**config.mk**
```make
export PLATFORM = sky130hd
export DESIGN_NAME = apu_sample_scheduler_flat
export DESIGN_NICKNAME = d
export VERILOG_FILES = /design/src/rtl/apu_sample_scheduler_pkg.sv /design/src/rtl/apu_sample_scheduler_if.sv /design/src/rtl/apu_sample_scheduler_fifo.sv /design/src/rtl/apu_sample_scheduler.sv /design/src/flat_wrapper.sv
export SDC_FILE = /design/constraint.sdc
export NUM_CORES = 1
export LEC_CHECK = 0
export CORE_ASPECT_RATIO = 1.75
export CORE_MARGIN = 5
export CORE_UTILIZATION = 23
export CTS_BUF_LIST = sky130_fd_sc_hd__clkbuf_8
export CTS_CLUSTER_DIAMETER = 60
export DETAILED_ROUTE_END_ITERATION = 12
export HOLD_SLACK_MARGIN = 0.1
export PLACE_DENSITY = 0.46
export SLEW_MARGIN = 10
export SYNTH_ARGS = -nofsm -noshare
export SYNTH_HDL_FRONTEND = slang
export SYNTH_SLANG_ARGS = --single-unit
export TNS_END_PERCENT = 20
```
**constraint.sdc**
```tcl
create_clock -name MCLK_i -period 3 [get_ports MCLK_i]
set_input_delay 0.3 -clock MCLK_i [delete_from_list [all_inputs] [get_ports MCLK_i]]
set_output_delay 0.3 -clock MCLK_i [all_outputs]
set_load 0.005 [all_outputs]
```
**src/rtl/apu_sample_scheduler_pkg.sv**
```systemverilog
// Shared definitions for the APU sample scheduler: sample width, scheduler
// states and the default frame length.
package apu_pkg;

    localparam int AUDIO_W       = 24;
    localparam int FRAME_LEN_DEF = 512;

    typedef enum logic [1:0] {
        ST_IDLE    = 2'd0,
        ST_PREFILL = 2'd1,
        ST_RUN     = 2'd2
    } state_e;

    function automatic logic [2*AUDIO_W-1:0] pack_pair(
        input logic [AUDIO_W-1:0] left,
        input logic [AUDIO_W-1:0] right
    );
        return {left, right};
    endfunction

endpackage

```
**src/rtl/apu_sample_scheduler_if.sv**
```systemverilog
// Sample stream from the decode path and paced parallel data towards the
// I2S transmitter, plus scheduler status.
interface apu_sample_scheduler_if
    import apu_pkg::*;
#(
    parameter int FIFO_DEPTH_LOG2 = 2
);
    logic [AUDIO_W-1:0]       sample_left;
    logic [AUDIO_W-1:0]       sample_right;
    logic                     sample_valid;
    logic                     sample_ready;
    logic [AUDIO_W-1:0]       pdata_left;
    logic [AUDIO_W-1:0]       pdata_right;
    logic                     pdata_valid;
    logic                     underrun;
    logic                     stream_active;
    logic [FIFO_DEPTH_LOG2:0] fill_level;

    modport master (
        output sample_left, sample_right, sample_valid,
        input  sample_ready, pdata_left, pdata_right, pdata_valid,
        input  underrun, stream_active, fill_level
    );

    modport slave (
        input  sample_left, sample_right, sample_valid,
        output sample_ready, pdata_left, pdata_right, pdata_valid,
        output underrun, stream_active, fill_level
    );
endinterface

```
**src/rtl/apu_sample_scheduler_fifo.sv**
```systemverilog
// Synchronous stereo sample FIFO without fall-through; ready is registered
// from the next-state level so a full FIFO is never written.
module apu_sample_fifo
    import apu_pkg::*;
#(
    parameter int DEPTH_LOG2 = 2,
    parameter int WIDTH      = 2*AUDIO_W
) (
    input  logic                  clk,
    input  logic                  rst,
    input  logic                  flush,
    input  logic                  push,
    input  logic [WIDTH-1:0]      push_data,
    input  logic                  pop,
    output logic [WIDTH-1:0]      pop_data,
    output logic                  full,
    output logic                  empty,
    output logic                  ready,
    output logic [DEPTH_LOG2:0]   level
);
    localparam int LVL_W = DEPTH_LOG2 + 1;
    localparam logic [LVL_W-1:0] DEPTH_LVL = LVL_W'(1 << DEPTH_LOG2);

    logic [WIDTH-1:0]      mem_r [1 << DEPTH_LOG2];
    logic [DEPTH_LOG2-1:0] wr_ptr_r;
    logic [DEPTH_LOG2-1:0] rd_ptr_r;
    logic [LVL_W-1:0]      level_r;
    logic [LVL_W-1:0]      level_next_s;
    logic                  ready_r;
    logic                  push_s;
    logic                  pop_s;

    // Qualified push/pop and the next occupancy.
    always_comb begin
        push_s       = push && !full && !flush;
        pop_s        = pop && !empty && !flush;
        level_next_s = level_r;
        if (flush) begin
            level_next_s = '0;
        end else if (push_s && !pop_s) begin
            level_next_s = level_r + LVL_W'(1);
        end else if (pop_s && !push_s) begin
            level_next_s = level_r - LVL_W'(1);
        end else begin
            level_next_s = level_r;
        end
    end

    // Pointers, level and registered ready.
    always_ff @(posedge clk) begin
        if (rst) begin
            wr_ptr_r <= '0;
            rd_ptr_r <= '0;
            level_r  <= '0;
            ready_r  <= 1'b1;
        end else begin
            if (flush) begin
                wr_ptr_r <= '0;
                rd_ptr_r <= '0;
            end else begin
                if (push_s) begin
                    wr_ptr_r <= wr_ptr_r + DEPTH_LOG2'(1);
                end
                if (pop_s) begin
                    rd_ptr_r <= rd_ptr_r + DEPTH_LOG2'(1);
                end
            end
            level_r <= level_next_s;
            ready_r <= (level_next_s != DEPTH_LVL);
        end
    end

    // Storage array; contents are don't-care while empty so no reset.
    always_ff @(posedge clk) begin
        if (push_s) begin
            mem_r[wr_ptr_r] <= push_data;
        end
    end

    assign pop_data = mem_r[rd_ptr_r];
    assign full     = (level_r == DEPTH_LVL);
    assign empty    = (level_r == '0);
    assign ready    = ready_r;
    assign level    = level_r;

endmodule

```
**src/rtl/apu_sample_scheduler.sv**
```systemverilog
// Paces buffered stereo samples to the I2S transmitter at one pair per frame,
// with prefill, underrun concealment, stream-loss recovery and mute.
module apu_sample_scheduler
    import apu_pkg::*;
#(
    parameter int FIFO_DEPTH_LOG2 = 2,
    parameter int FRAME_LEN       = FRAME_LEN_DEF,
    parameter int UNDERRUN_LIMIT  = 16
) (
    input  logic MCLK_i,
    input  logic RST_i,
    input  logic ENABLE_i,
    input  logic MUTE_i,
    apu_sample_scheduler_if.slave bus
);
    localparam int PAIR_W = 2*AUDIO_W;
    localparam int LVL_W  = FIFO_DEPTH_LOG2 + 1;
    localparam int CNT_W  = (FRAME_LEN > 1) ? $clog2(FRAME_LEN) : 1;
    localparam int URUN_W = $clog2(UNDERRUN_LIMIT + 1);
    localparam logic [LVL_W-1:0]  PREFILL_LVL = LVL_W'(1 << (FIFO_DEPTH_LOG2 - 1));
    localparam logic [CNT_W-1:0]  LAST_CNT    = CNT_W'(FRAME_LEN - 1);
    localparam logic [URUN_W-1:0] LAST_URUN   = URUN_W'(UNDERRUN_LIMIT - 1);

    state_e              state_r;
    state_e              state_next_s;
    logic [CNT_W-1:0]    frame_cnt_r;
    logic [CNT_W-1:0]    frame_cnt_next_s;
    logic [PAIR_W-1:0]   held_r;
    logic [PAIR_W-1:0]   held_next_s;
    logic [URUN_W-1:0]   urun_cnt_r;
    logic [URUN_W-1:0]   urun_cnt_next_s;
    logic                tick_s;
    logic                pop_s;
    logic                emit_s;
    logic                urun_s;
    logic                push_s;
    logic [PAIR_W-1:0]   fifo_data_s;
    logic                fifo_full_s;
    logic                fifo_empty_s;
    logic                fifo_ready_s;
    logic [LVL_W-1:0]    fifo_level_s;
    logic [AUDIO_W-1:0]  pdata_left_r;
    logic [AUDIO_W-1:0]  pdata_right_r;
    logic                pdata_valid_r;
    logic                underrun_r;
    logic                stream_active_r;

    assign push_s = bus.sample_valid && fifo_ready_s && !fifo_full_s;

    apu_sample_fifo #(
        .DEPTH_LOG2 (FIFO_DEPTH_LOG2),
        .WIDTH      (PAIR_W)
    ) u_fifo (
        .clk       (MCLK_i),
        .rst       (RST_i),
        .flush     (!ENABLE_i),
        .push      (push_s),
        .push_data (pack_pair(bus.sample_left, bus.sample_right)),
        .pop       (pop_s),
        .pop_data  (fifo_data_s),
        .full      (fifo_full_s),
        .empty     (fifo_empty_s),
        .ready     (fifo_ready_s),
        .level     (fifo_level_s)
    );

    // Tick decisions: pop/emit/underrun and next state of the scheduler.
    // On stream loss the held pair is kept for that last concealment strobe
    // and replaced by silence on the first PREFILL tick.
    always_comb begin
        tick_s           = (state_r != ST_IDLE) && (frame_cnt_r == LAST_CNT);
        pop_s            = 1'b0;
        emit_s           = 1'b0;
        urun_s           = 1'b0;
        state_next_s     = state_r;
        held_next_s      = held_r;
        urun_cnt_next_s  = urun_cnt_r;
        frame_cnt_next_s = frame_cnt_r;
        if (!ENABLE_i) begin
            state_next_s     = ST_IDLE;
            held_next_s      = '0;
            urun_cnt_next_s  = '0;
            frame_cnt_next_s = '0;
        end else begin
            if (state_r == ST_IDLE) begin
                frame_cnt_next_s = '0;
            end else if (tick_s) begin
                frame_cnt_next_s = '0;
            end else begin
                frame_cnt_next_s = frame_cnt_r + CNT_W'(1);
            end
            case (state_r)
                ST_IDLE: begin
                    state_next_s = ST_PREFILL;
                end
                ST_PREFILL: begin
                    if (tick_s) begin
                        emit_s = 1'b1;
                        if (fifo_level_s >= PREFILL_LVL) begin
                            pop_s           = 1'b1;
                            held_next_s     = fifo_data_s;
                            urun_cnt_next_s = '0;
                            state_next_s    = ST_RUN;
                        end else begin
                            held_next_s = '0;
                        end
                    end else begin
                        state_next_s = ST_PREFILL;
                    end
                end
                ST_RUN: begin
                    if (tick_s) begin
                        emit_s = 1'b1;
                        if (!fifo_empty_s) begin
                            pop_s           = 1'b1;
                            held_next_s     = fifo_data_s;
                            urun_cnt_next_s = '0;
                        end else if (urun_cnt_r == LAST_URUN) begin
                            urun_s          = 1'b1;
                            urun_cnt_next_s = '0;
                            state_next_s    = ST_PREFILL;
                        end else begin
                            urun_s          = 1'b1;
                            urun_cnt_next_s = urun_cnt_r + URUN_W'(1);
                        end
                    end else begin
                        state_next_s = ST_RUN;
                    end
                end
                default: begin
                    state_next_s = ST_IDLE;
                end
            endcase
        end
    end

    // Scheduler state and registered outputs.
    always_ff @(posedge MCLK_i) begin
        if (RST_i) begin
            state_r         <= ST_IDLE;
            frame_cnt_r     <= '0;
            held_r          <= '0;
            urun_cnt_r      <= '0;
            pdata_left_r    <= '0;
            pdata_right_r   <= '0;
            pdata_valid_r   <= 1'b0;
            underrun_r      <= 1'b0;
            stream_active_r <= 1'b0;
        end else begin
            state_r         <= state_next_s;
            frame_cnt_r     <= frame_cnt_next_s;
            held_r          <= held_next_s;
            urun_cnt_r      <= urun_cnt_next_s;
            pdata_left_r    <= MUTE_i ? '0 : held_next_s[PAIR_W-1:AUDIO_W];
            pdata_right_r   <= MUTE_i ? '0 : held_next_s[AUDIO_W-1:0];
            pdata_valid_r   <= emit_s;
            underrun_r      <= urun_s;
            stream_active_r <= (state_next_s == ST_RUN);
        end
    end

    assign bus.sample_ready  = fifo_ready_s;
    assign bus.pdata_left    = pdata_left_r;
    assign bus.pdata_right   = pdata_right_r;
    assign bus.pdata_valid   = pdata_valid_r;
    assign bus.underrun      = underrun_r;
    assign bus.stream_active = stream_active_r;
    assign bus.fill_level    = fifo_level_s;

endmodule

```
**src/flat_wrapper.sv**
```systemverilog
// flat-port wrapper written by rule: the top's interface ports become plain ports
module apu_sample_scheduler_flat import apu_pkg::*;
#(
    parameter int FIFO_DEPTH_LOG2 = 2,
    parameter int FRAME_LEN       = FRAME_LEN_DEF,
    parameter int UNDERRUN_LIMIT  = 16
)
  (MCLK_i, RST_i, ENABLE_i, MUTE_i, bus_sample_left, bus_sample_right, bus_sample_valid, bus_sample_ready, bus_pdata_left, bus_pdata_right, bus_pdata_valid, bus_underrun, bus_stream_active, bus_fill_level);
  apu_sample_scheduler_if #(.FIFO_DEPTH_LOG2(FIFO_DEPTH_LOG2)) bus_i ();
  input  logic MCLK_i;
  input  logic RST_i;
  input  logic ENABLE_i;
  input  logic MUTE_i;
  input wire logic [$bits(bus_i.sample_left)-1:0] bus_sample_left;
  input wire logic [$bits(bus_i.sample_right)-1:0] bus_sample_right;
  input wire logic [$bits(bus_i.sample_valid)-1:0] bus_sample_valid;
  output wire logic [$bits(bus_i.sample_ready)-1:0] bus_sample_ready;
  output wire logic [$bits(bus_i.pdata_left)-1:0] bus_pdata_left;
  output wire logic [$bits(bus_i.pdata_right)-1:0] bus_pdata_right;
  output wire logic [$bits(bus_i.pdata_valid)-1:0] bus_pdata_valid;
  output wire logic [$bits(bus_i.underrun)-1:0] bus_underrun;
  output wire logic [$bits(bus_i.stream_active)-1:0] bus_stream_active;
  output wire logic [$bits(bus_i.fill_level)-1:0] bus_fill_level;
  assign bus_i.sample_left = bus_sample_left;
  assign bus_i.sample_right = bus_sample_right;
  assign bus_i.sample_valid = bus_sample_valid;
  assign bus_sample_ready = bus_i.sample_ready;
  assign bus_pdata_left = bus_i.pdata_left;
  assign bus_pdata_right = bus_i.pdata_right;
  assign bus_pdata_valid = bus_i.pdata_valid;
  assign bus_underrun = bus_i.underrun;
  assign bus_stream_active = bus_i.stream_active;
  assign bus_fill_level = bus_i.fill_level;
  apu_sample_scheduler #(.FIFO_DEPTH_LOG2(FIFO_DEPTH_LOG2), .FRAME_LEN(FRAME_LEN), .UNDERRUN_LIMIT(UNDERRUN_LIMIT)) u_core (.MCLK_i(MCLK_i), .RST_i(RST_i), .ENABLE_i(ENABLE_i), .MUTE_i(MUTE_i), .bus(bus_i));
endmodule
```
==> run metrics <==
maximum number of pins on one net before global-route repair=49; mean cell area of the mapped netlist=16.3 um2; sequential element share of the synthesized area=0.740; Rel. slew slack=0.484; drt pass-1 iters=4; Final Instance Area=0.0142 mm2; Hold Path Cell Cnt=1; FF+latch area=0.00828 mm2; static power due to leakage=4.52 nW; placed insts=1,433; width of the die=177 um; H-tree Lvls=2; Maximum Capacitance Violations=0; number of buffers added for setup after CTS=0; Initial Util=0.231; Post-synth top cells=192 x sky130_fd_sc_hd__edfxtp_1, 125 x sky130_fd_sc_hd__dfxtp_1, 116 x sky130_fd_sc_hd__nor2_1, 49 x sky130_fd_sc_hd__a22oi_1, 48 x sky130_fd_sc_hd__mux4_2; clock root cell=sky130_fd_sc_hd__clkbuf_8; Num Clock Sinks=317; global placer's final weighted congestion=0.709; detailed-route wire length=27,600 um; count of final hold-check violations=0; Final Non-Filler Cells=1,522; detail-routed net length per standard cell=18.1 um; critical path start-end classification=reg -> reg; maximum fanout encountered on the critical timing path=48; count of synthesis-stage warnings from yosys=0; Antenna Violating Nets Remaining=0; Final Max Tran Viols=0; reg-to-reg critical path startpoint=u_core.frame_cnt_r[0]; Mapped Nets=755; unrepaired setup endpoints after global routing=false; CTS hold repair buffers=0; number of primary I/O pins=108; dominant cell type by area after synthesis=sky130_fd_sc_hd__edfxtp_1; Cell Rows=107; final total negative setup slack=0 ns; number of antenna violations at the first check in global routing=2; flops & latches, synth=317; area of placed instances=0.0132 mm2; source-to-sink clock delay at the later pin of the worst-skew pair=0.58 ns; final worst path period share=0.807; Critical Path Start=u_core.frame_cnt_r[0]; count of different cell masters after synthesis=48; overall die area=0.0533 mm2; First DRT Iteration DRCs=323; vias after detailed routing=6,220; total congestion overflow=0; top_reg_cell synth=sky130_fd_sc_hd__edfxtp_1; number of instances resized during post-cts repair=0; area growth from synthesis to layout=26.7%; end point of the critical path=u_core.bus.pdata_right[10]; register-to-register path setup slack=0.58 ns; number of enable flip-flop cells after synthesis=192; Detail Placement HPWL=17,100 um; final worst clock skew=0.0235 ns; number of global-route vias before repair=6,810; CP Data Required Time=3.49 ns; kind of start point of the critical path=flip-flop; Post-Route Utilization=0.292; synth top area cells=sky130_fd_sc_hd__edfxtp_1 52%, sky130_fd_sc_hd__dfxtp_1 22%, sky130_fd_sc_hd__mux4_2 9.7%; worst slew pin tran=0.774 ns; worst hold path class=in -> reg; highest-utilization routing layer at the global route stage=met2; Power per Cell Area=592 mW/mm2; WP data arrival=2.91 ns; fraction of layout cells with a size suffix above 1=0.170; kind of end point of the critical path=flip-flop; Filler Cells Inserted=4,964; met3 track demand over resource in global routing=0.0223; number of setup violations in the final report=0; overall fraction of global-route tracks in use=0.104; depth of the worst register-to-register path=10; DRC violation count after routing=0; clk slew on worst S/H paths=0.07 ns; area of the mapped netlist=0.0112 mm2; final critical delay including setup and external delays=2.42 ns; fraction of met1 tracks used by global routing=0.110; endpoint of the worst-slack reg-to-reg timing path=u_core.bus.pdata_right[10]; achievable frequency=413 MHz; number of clock buffers inserted by TritonCTS=48; vertical die dimension=302 um; Max IR drop VDD=0.260 mV; run status=finished clean; CTS tree=built; Net count, final=897; number of buffers on the longest clock path=3; vias per cell=4.09; combined area of the multi-input logic cells=0.00275 mm2; met2 Resource Use GR=0.197; post-synth top area share=0.516; port buffer count=107; library cell with the highest instance count after synthesis=sky130_fd_sc_hd__edfxtp_1; gate count of the mapped netlist=687; area inside the core boundary=0.0485 mm2; async set or reset register ratio after synthesis=0; overall power of the completed layout=8.39 mW; wire length of the first global-routing pass=41,800 um
-- cell families after synthesis --
family / count (synthesis) / share of synthesized area
AO/OA/AOI/OAI: 82 / 0.0533
AND/OR/NAND/NOR: 167 / 0.0672
XOR/XNOR: 10 / 0.00784
buffers and inverters: 48 / 0.0181
adder cells (fa/ha/maj): 15 / 0.0168
multiplexers: 48 / 0.0968
flip-flops: 317 / 0.740
-- where the power goes --
part | switching [mW] | internal (mW)
logic | 0.147 | 0.119
registers | 0.0104 | 4.65
clock network | 1.66 | 1.80
total | 1.81 | 6.58
-- area by class of cell --
| type | count | share of cell area |
|---|---|---|
| flip-flops and latches | 317 | 0.584 |
| multi-input cells | 322 | 0.194 |
| repair buffers | 127 | 0.0942 |
| well taps | 654 | 0.0578 |
| clock buffers | 53 | 0.0515 |
| clock inverters | 35 | 0.0144 |
| inverters | 13 | 0.00345 |
| diodes | 1 | 0.000177 |
-- per-stage QoR --
| step | hold slack [ns] | setup slack, ns |
|---|---|---|
| 3_5_place_dp | 0.434 | 0.419 |
| 6_report | 0.364 | 0.579 |
| 3_3_place_gp | 0.422 | 0.410 |
| 5_1_grt | 0.330 | 0.359 |
| 4_1_cts | 0.306 | 0.569 |
| 2_1_floorplan | 0.391 | 0.278 |
-- state kept, by name, indices dropped and copies added, names as in the netlist, 2 cells and up, named ones only --
register                count
u_core.state_r              2
u_core.u_fifo.wr_ptr_r      2
u_core.u_fifo.rd_ptr_r      2
u_core.u_fifo.mem_r       192
u_core.frame_cnt_r          9
u_core.bus.pdata_left      24
u_core.u_fifo.level         3
u_core.held_r              48
u_core.bus.pdata_right     24
u_core.urun_cnt_r           5
-- worst min path at each step --
| stage | start | end | slack, ns |
|---|---|---|---|
| floorplan | ENABLE_i | u_core.bus.stream_active | 0.39 |
| global route | bus_sample_right[5] | u_core.u_fifo.mem_r[2][5] | 0.33 |
| global placement | u_core.frame_cnt_r[0] | u_core.frame_cnt_r[0] | 0.42 |
| detailed placement | u_core.frame_cnt_r[0] | u_core.frame_cnt_r[0] | 0.43 |
| CTS | bus_sample_left[8] | u_core.u_fifo.mem_r[0][32] | 0.31 |
| finish | bus_sample_left[16] | u_core.u_fifo.mem_r[0][40] | 0.36 |
-- worst max-delay path, stage by stage (launching register included) --
cell and delay [ns]:
sky130_fd_sc_hd__dfxtp_1 0.35, sky130_fd_sc_hd__ha_1 0.19, sky130_fd_sc_hd__nand3_1 0.15, sky130_fd_sc_hd__nor2_1 0.14, sky130_fd_sc_hd__ha_1 0.24, sky130_fd_sc_hd__nor2b_1 0.28
sky130_fd_sc_hd__nand2_1 0.18, sky130_fd_sc_hd__a31oi_4 0.20, sky130_fd_sc_hd__buf_12 0.26, sky130_fd_sc_hd__a22oi_1 0.13, sky130_fd_sc_hd__nor2_1 0.16
-- placed cells by master, fill, tap and decap left out, types with 2 or more instances in the layout --
cell | Yosys | layout
sky130_fd_sc_hd__inv_1 | 13 | 30
sky130_fd_sc_hd__mux4_2 | 48 | 48
sky130_fd_sc_hd__nor3_1 | 4 | 4
sky130_fd_sc_hd__buf_12 | 0 | 9
sky130_fd_sc_hd__clkdlybuf4s50_1 | 0 | 107
sky130_fd_sc_hd__a22oi_1 | 49 | 49
sky130_fd_sc_hd__and3b_1 | 2 | 2
sky130_fd_sc_hd__ha_1 | 15 | 15
sky130_fd_sc_hd__xor2_1 | 3 | 3
sky130_fd_sc_hd__edfxtp_1 | 192 | 192
sky130_fd_sc_hd__o21ai_0 | 3 | 3
sky130_fd_sc_hd__bufinv_16 | 0 | 2
sky130_fd_sc_hd__xnor2_1 | 7 | 7
sky130_fd_sc_hd__or3_1 | 3 | 3
sky130_fd_sc_hd__nand2b_1 | 4 | 3
sky130_fd_sc_hd__dfxtp_4 | 0 | 2
sky130_fd_sc_hd__a211oi_1 | 2 | 2
sky130_fd_sc_hd__nor2_1 | 116 | 116
sky130_fd_sc_hd__clkbuf_8 | 0 | 53
sky130_fd_sc_hd__nand2_1 | 10 | 10
sky130_fd_sc_hd__clkinv_2 | 0 | 6
sky130_fd_sc_hd__a21oi_1 | 9 | 9
sky130_fd_sc_hd__nor2b_1 | 3 | 3
sky130_fd_sc_hd__clkinvlp_4 | 0 | 2
sky130_fd_sc_hd__dfxtp_1 | 125 | 123
sky130_fd_sc_hd__buf_4 | 0 | 11
sky130_fd_sc_hd__and2_4 | 0 | 4
sky130_fd_sc_hd__nand3_1 | 7 | 7
sky130_fd_sc_hd__clkinv_1 | 0 | 7
sky130_fd_sc_hd__and3_1 | 5 | 5
sky130_fd_sc_hd__o21ai_1 | 5 | 4
-- per-layer routing --
layer	vias to the layer above	wire [um]
met5	-	7
met2	133	15200
met1	3151	10000
met3	56	1280
li1	2878	-
met4	2	1020
Note: power is estimated with default switching activity, not from simulation.
